$ cat src/rtl/xf100_mtimer_pkg.sv
// Shared constants for the xf100 machine timer: register offsets, CTRL field
// positions, reset values and a helper that packs the CTRL read-back word.
package xf100_mtimer_pkg;

    localparam int XF100_MTIMER_AW = 3;

    typedef logic [2:0] reg_off_t;

    localparam reg_off_t XF100_MTIMER_MTIME_LO    = 3'd0;
    localparam reg_off_t XF100_MTIMER_MTIME_HI    = 3'd1;
    localparam reg_off_t XF100_MTIMER_MTIMECMP_LO = 3'd2;
    localparam reg_off_t XF100_MTIMER_MTIMECMP_HI = 3'd3;
    localparam reg_off_t XF100_MTIMER_CTRL        = 3'd4;
    localparam reg_off_t XF100_MTIMER_PRESC       = 3'd5;

    localparam int CTRL_EN_BIT  = 0;
    localparam int CTRL_DIV_LSB = 8;
    localparam int CTRL_DIV_MSB = 15;
    localparam int DIV_W        = CTRL_DIV_MSB - CTRL_DIV_LSB + 1;

    localparam logic [63:0] MTIMECMP_RST = 64'hFFFF_FFFF_FFFF_FFFF;

    function automatic logic [31:0] ctrl_word(input logic [DIV_W-1:0] div, input logic en);
        logic [31:0] w;
        w = '0;
        w[CTRL_DIV_MSB:CTRL_DIV_LSB] = div;
        w[CTRL_EN_BIT] = en;
        return w;
    endfunction

endpackage

$ cat src/rtl/xf100_mtimer_bwreg.sv
// 32-bit register with per-byte write enables and a full-word load port.
// A byte write takes priority over the load for that lane only.
module xf100_mtimer_bwreg #(
    parameter logic [31:0] RST_VAL = 32'h0
) (
    input  logic        clk,
    input  logic        rst_n,
    input  logic [3:0]  be,
    input  logic [31:0] wdat,
    input  logic        ld,
    input  logic [31:0] ld_dat,
    output logic [31:0] q
);

    genvar gi;
    generate
        for (gi = 0; gi < 4; gi++) begin : g_lane
            logic [7:0] lane_reg;

            always_ff @(posedge clk or negedge rst_n) begin
                if (!rst_n) begin
                    lane_reg <= RST_VAL[8*gi +: 8];
                end else if (be[gi]) begin
                    lane_reg <= wdat[8*gi +: 8];
                end else if (ld) begin
                    lane_reg <= ld_dat[8*gi +: 8];
                end
            end

            assign q[8*gi +: 8] = lane_reg;
        end
    endgenerate

endmodule

$ cat src/rtl/xf100_mtimer.sv
// Memory-mapped machine timer: prescaled 64-bit mtime, 64-bit mtimecmp, CTRL,
// registered read port and a level interrupt when mtime >= mtimecmp.
module xf100_mtimer
    import xf100_mtimer_pkg::*;
#(
    parameter int AW = XF100_MTIMER_AW
) (
    input  logic          clk,
    input  logic          rst_n,
    input  logic          tmr_i_cs,
    input  logic          tmr_i_wen,
    input  logic [3:0]    tmr_i_mask,
    input  logic [AW-1:0] tmr_i_addr,
    input  logic [7:0]    tmr_i_wdat0,
    input  logic [7:0]    tmr_i_wdat1,
    input  logic [7:0]    tmr_i_wdat2,
    input  logic [7:0]    tmr_i_wdat3,
    output logic [7:0]    tmr_o_rdat0,
    output logic [7:0]    tmr_o_rdat1,
    output logic [7:0]    tmr_o_rdat2,
    output logic [7:0]    tmr_o_rdat3,
    output logic          tmr_o_irq
);

    logic [31:0]      wdat;
    reg_off_t         off;
    logic             wr;
    logic             rd;
    logic [3:0]       be_word [4];
    logic [3:0]       be_ctrl;
    logic [31:0]      word_q  [4];
    logic [31:0]      ld_dat  [4];
    logic [3:0]       ld_vec;
    logic [63:0]      mtime;
    logic [63:0]      mtimecmp;
    logic [63:0]      mtime_inc;
    logic [DIV_W-1:0] div_reg;
    logic [DIV_W-1:0] div_next;
    logic             en_reg;
    logic             en_next;
    logic [DIV_W-1:0] presc_reg;
    logic [DIV_W-1:0] presc_next;
    logic             ctrl_abort;
    logic             tick;
    logic             mtime_wr;
    logic             mtime_ld;
    logic [31:0]      rdat_reg;
    logic [31:0]      rdat_next;
    logic             irq_reg;

    assign wdat = {tmr_i_wdat3, tmr_i_wdat2, tmr_i_wdat1, tmr_i_wdat0};
    assign off  = tmr_i_addr[2:0];
    assign wr   = tmr_i_cs & tmr_i_wen;
    assign rd   = tmr_i_cs & ~tmr_i_wen;

    assign be_ctrl = (wr && off == XF100_MTIMER_CTRL) ? tmr_i_mask : 4'b0000;

    // A write to either mtime word cancels the whole 64-bit increment.
    assign mtime_wr  = wr && (off == XF100_MTIMER_MTIME_LO || off == XF100_MTIMER_MTIME_HI);
    assign mtime     = {word_q[1], word_q[0]};
    assign mtimecmp  = {word_q[3], word_q[2]};
    assign mtime_inc = mtime + 64'd1;
    assign mtime_ld  = tick & ~mtime_wr;

    assign ld_vec    = {1'b0, 1'b0, mtime_ld, mtime_ld};
    assign ld_dat[0] = mtime_inc[31:0];
    assign ld_dat[1] = mtime_inc[63:32];
    assign ld_dat[2] = 32'h0;
    assign ld_dat[3] = 32'h0;

    genvar gi;
    generate
        for (gi = 0; gi < 4; gi++) begin : g_word
            assign be_word[gi] = (wr && off == reg_off_t'(gi)) ? tmr_i_mask : 4'b0000;

            xf100_mtimer_bwreg #(
                .RST_VAL((gi == 2) ? MTIMECMP_RST[31:0] :
                         (gi == 3) ? MTIMECMP_RST[63:32] : 32'h0)
            ) u_word (
                .clk    (clk),
                .rst_n  (rst_n),
                .be     (be_word[gi]),
                .wdat   (wdat),
                .ld     (ld_vec[gi]),
                .ld_dat (ld_dat[gi]),
                .q      (word_q[gi])
            );
        end
    endgenerate

    // Prescaler: presc never exceeds div_reg, so only a CTRL write lowering DIV
    // below the running count needs the abort path.
    always_comb begin
        div_next   = be_ctrl[1] ? wdat[CTRL_DIV_MSB:CTRL_DIV_LSB] : div_reg;
        en_next    = be_ctrl[0] ? wdat[CTRL_EN_BIT] : en_reg;
        ctrl_abort = (div_next < presc_reg);
        tick       = en_reg & (presc_reg == div_reg) & ~ctrl_abort;
        presc_next = presc_reg;
        if (ctrl_abort) begin
            presc_next = '0;
        end else if (en_reg) begin
            presc_next = tick ? '0 : presc_reg + 1'b1;
        end
    end

    always_comb begin
        rdat_next = 32'h0;
        case (off)
            XF100_MTIMER_MTIME_LO:    rdat_next = word_q[0];
            XF100_MTIMER_MTIME_HI:    rdat_next = word_q[1];
            XF100_MTIMER_MTIMECMP_LO: rdat_next = word_q[2];
            XF100_MTIMER_MTIMECMP_HI: rdat_next = word_q[3];
            XF100_MTIMER_CTRL:        rdat_next = ctrl_word(div_reg, en_reg);
            XF100_MTIMER_PRESC:       rdat_next = {{(32-DIV_W){1'b0}}, presc_reg};
            default:                  rdat_next = 32'h0;
        endcase
    end

    always_ff @(posedge clk or negedge rst_n) begin
        if (!rst_n) begin
            div_reg   <= '0;
            en_reg    <= 1'b0;
            presc_reg <= '0;
            rdat_reg  <= 32'h0;
            irq_reg   <= 1'b0;
        end else begin
            div_reg   <= div_next;
            en_reg    <= en_next;
            presc_reg <= presc_next;
            irq_reg   <= (mtime >= mtimecmp);
            if (rd) begin
                rdat_reg <= rdat_next;
            end
        end
    end

    assign tmr_o_rdat0 = rdat_reg[7:0];
    assign tmr_o_rdat1 = rdat_reg[15:8];
    assign tmr_o_rdat2 = rdat_reg[23:16];
    assign tmr_o_rdat3 = rdat_reg[31:24];
    assign tmr_o_irq   = irq_reg;

endmodule

$ cat config.mk
export PLATFORM = sky130hd
export DESIGN_NAME = xf100_mtimer
export DESIGN_NICKNAME = d
export VERILOG_FILES = /design/src/rtl/xf100_mtimer_pkg.sv /design/src/rtl/xf100_mtimer_bwreg.sv /design/src/rtl/xf100_mtimer.sv
export SDC_FILE = /design/constraint.sdc
export NUM_CORES = 1
export LEC_CHECK = 0
export CORE_MARGIN = 5
export CORE_UTILIZATION = 59
export DETAILED_ROUTE_END_ITERATION = 16
export GPL_ROUTABILITY_DRIVEN = 0
export PLACE_DENSITY_LB_ADDON = 0.05
export SYNTH_ARGS = -nofsm -noshare
export SYNTH_HDL_FRONTEND = slang
export SYNTH_SLANG_ARGS = --single-unit
$ cat constraint.sdc
create_clock -name clk -period 4.5 [get_ports clk]
set_input_delay 1.125 -clock clk [delete_from_list [all_inputs] [get_ports clk]]
set_output_delay 1.125 -clock clk [all_outputs]
set_load 0.1 [all_outputs]
==> run_results.csv, run 1 <==
group,metric,value,unit
synthesis,ys_ff_latch,178,
flow_run,maxCapViolations,0,
die,pin_count,76,
sta,worstMarginPinSlew,1.27,ns
sta,slew_viol_final,0,
die,core_area,18500,um^2
synthesis,synth_top_cell_area_share,25.9,%
critical_path,endpoint_kind,"flop",
power_and_ir_drop,ir_worst_vdd,0.000306,V
sta,final.min_clock_period,4.33,ns
synthesis,netlist_area,11000,um^2
global_route,grt_usage,32.7,%
synthesis,synthFlopType,"dfrtp_1",
sta,final.setup.worst_slack,0.172,ns
critical_path,arrival,4.63,ns
route,routed_via_density,6.37,
sta,post-route-period-util,96.2,%
synthesis,synth_edf_count,0,
clock_network,cts_resized,0,
clock_network,clk_path_buf_depth,2,
clock_network,clk_latency,0.43,ns
critical_path,cp_max_fo,15,
critical_path,startpoint,"tmr_i_addr[2]",
route,drt-total-wl,34.7,mm
sta,hold_viol,0,
synthesis,yosys_warnings,0,
hold_path,holdPathStages,2,
placed_design,dpl-instance-area,12300,um^2
power_and_ir_drop,p_leak,5.39,nW
critical_path,start_kind,"primary input",
critical_path,reg2reg_to,"g_word[1].u_word.g_lane[3].lane_reg[1]$_DFFE_PN0P_",
synthesis,netlist_top_cells_count,"nand2_1 (185), o21ai_0 (161), dfrtp_1 (114)",
sta,fmax,231,MHz
sta,whs,0.479,ns
route,drt-pass1-iter-count,5,
critical_path,cpPeakStageDelay,0.48,ns
global_route,grt_max_degree,98,
die,rows,50,
sta,rsz0062_at_grt,"no",
synthesis,synthTopCellsByArea,"dfrtp_1 (26%), dfstp_2 (15%), ha_1 (8.3%)",
clock_network,cts_buffers,17,
die,start_util,59.5,%
placed_design,portBuffers,75,
layout,largest_reg_flops,128,
route,vias,10144,
critical_path,crit_family,"simple AND/OR/NAND/NOR gates",
route,avgRoutedWirePerCell,21.8,um
placed_design,post-dp-hpwl,25.7,mm
sta,fin_skew,0.00925,ns
die,dieArea,21500,um^2
synthesis,avgSynthCellArea,8.74,um^2
synthesis,ys_types,61,
critical_path,r2r-start,"g_word[0].u_word.g_lane[0].lane_reg[2]$_DFFE_PN0P_",
layout,area_growth,16.2,%
critical_path,crit_chain,"clkdlybuf4s50_1, or3b_1, or2_1, mux2_2, ha_1, nand3_1, o21bai_1, a32oi_1, nand2_1, buf_4, buf_12, nor4_1, xnor2_1, o21ai_0",
route,drc,0,
global_route,antenna_found_initial,0,
layout,final_cells,1592,
clock_network,cts_root_buffer,"clkbuf_16",
layout,drive_gt1_share,12.6,%
hold_path,hp-start,"rdat_reg[21]$_DFFE_PN0P_",
status,status,"complete, no violations",
placed_design,place_inst,1560,
critical_path,required,4.80,ns
die,chipHeight,147,um
critical_path,r2r_cells,7,
clock_network,h-tree-depth,4,
critical_path,slowest_stage,"clkdlybuf4s50_1",
synthesis,muxShareOfSynthArea,3.08,%
synthesis,synth-simple-area-share,19.2,%
synthesis,synthXorXnorAreaFrac,3.90,%
synthesis,yosysSeqAreaShare,41.2,%
clock_network,postCtsHoldBufs,0,
hold_path,hp-class,"flop to flop",
hold_path,min_to,"rdat_reg[21]$_DFFE_PN0P_",
clock_network,cts_setup_buffers,0,
power_and_ir_drop,power,5.84,mW
synthesis,synth_top_family_by_area,"simple AND/OR/NAND/NOR gates",
critical_path,reg2reg_slack,0.96,ns
global_route,gr-total-overflow,0,
clock_network,cts_tree,"yes",
synthesis,synth_top_area_cell,"dfrtp_1",
layout,fin_area,12800,um^2
layout,nets,1461,
route,drt_iter0_drc,1063,
global_route,first_global_vias,9793,
route,ant_nets,0,
synthesis,ys_async_sr_fraction,100,%
clock_network,clock_sinks,178,
sta,finalSetupTns,0,ns
synthesis,synthCells,1260,
critical_path,cp.buffers_inverters,3,
global_route,grt_pass1_wl,55.2,mm
clock_network,clk_pin_slew_worst_paths,0.07,ns
layout,utilization,69.1,%
die,die_w,147,um
placed_design,pre_cts_slack,-0.227,ns
sta,slew_headroom,15.1,%
layout,diodes,0,
synthesis,synth.most_common_cell,"nand2_1",
critical_path,critPathKind,"primary input to flop",
synthesis,syn_nets,1376,
power_and_ir_drop,powerDensity,457,nW/um^2
sta,finalSetupViolCount,0,
synthesis,synthAdderAreaFrac,8.29,%
synthesis,synth_compound_gate_area_share,18.9,%
-- worst max path at each step --
| stage | slack, ns | depth (start not counted) | to |
|---|---|---|---|
| 6_report | 0.17 | 14 | g_word[1].u_word.g_lane[1].lane_reg[2]$_DFFE_PN0P_ |
| 5_1_grt | 0.006 | 14 | g_word[0].u_word.g_lane[3].lane_reg[5]$_DFFE_PN0P_ |
| 4_1_cts | 0.21 | 14 | g_word[1].u_word.g_lane[1].lane_reg[2]$_DFFE_PN0P_ |
| 3_5_place_dp | -0.23 | 13 | g_word[1].u_word.g_lane[2].lane_reg[3]$_DFFE_PN0P_ |
| 3_3_place_gp | -0.14 | 14 | g_word[0].u_word.g_lane[3].lane_reg[5]$_DFFE_PN0P_ |
| 2_1_floorplan | 0.38 | 14 | g_word[0].u_word.g_lane[3].lane_reg[4]$_DFFE_PN0P_ |
-- power breakdown --
group	switching [mW]	leakage (nW)	internal [mW]
Clock	0.657	0.261	0.765
Combinational	1.23	2.98	0.736
Sequential	0.420	2.16	2.04
-- layout by cell type (no fill, tap or decap), drive strengths merged, types with 8 or more instances in the layout --
| cell type | synthesis | final |
|---|---|---|
| clkdlybuf4s50 | 0 | 74 |
| a22oi | 12 | 12 |
| nand2b | 9 | 9 |
| and3 | 12 | 12 |
| nor4 | 33 | 33 |
| ha | 73 | 73 |
| and2 | 8 | 8 |
| nand4 | 30 | 30 |
| xnor2 | 44 | 44 |
| clkbuf | 44 | 20 |
| a21oi | 41 | 41 |
| o21ai | 169 | 169 |
| o22ai | 11 | 11 |
| dfstp | 64 | 64 |
| mux2 | 13 | 13 |
| a221oi | 22 | 22 |
| dfrtp | 114 | 114 |
| nor3 | 23 | 23 |
| o22a | 8 | 8 |
| inv | 88 | 91 |
| nand3 | 38 | 38 |
| or3 | 10 | 10 |
| a21o | 27 | 27 |
| nand2 | 186 | 186 |
| mux2i | 17 | 17 |
| buf | 17 | 53 |
| nor2 | 66 | 66 |
-- logic make-up (layout without fill, tap and decap cells) --
logic type               after synthesis  after routing
AND/OR/NAND/NOR                      442            442
adder cells (fa/ha/maj)               73             73
buffers and inverters                149            247
flip-flops                           178            178
XOR/XNOR                              49             49
multiplexers                          31             31
AO/OA/AOI/OAI                        338            338
-- per-layer routing --
metal	vias to the layer above	track usage [%]	routed length [um]
met1	4891	46.3	15200
li1	4678	-	-
met2	498	48.7	14900
met3	77	8.16	3180
met5	-	0	0
met4	0	12.1	1360
-- worst register-to-register path, cell delays in order (launching register included) --
cell	delay, ns
dfrtp_1	0.49
nand4_1	0.37
nor3_1	0.72
nand3_1	0.70
nor2_2	0.50
nor4b_1	0.35
mux2i_1	0.25
a21o_1	0.10
-- final cells by class --
class / instances / area (um^2)
clock buffer: 20 / 437
clock inverter: 12 / 108
fill: 1545 / 5720
inverter: 88 / 330
multi-input combinational: 933 / 5900
sequential: 178 / 4530
tap: 234 / 293
timing repair buffer: 127 / 1190
(Power assumes the default switching activity.)
==> run 2: changes to the inputs <==
- HOLD_SLACK_MARGIN: not set -> 0.06
==> results of run 2 <==
Final layout, timing and power as in run 1 (identical DEF).
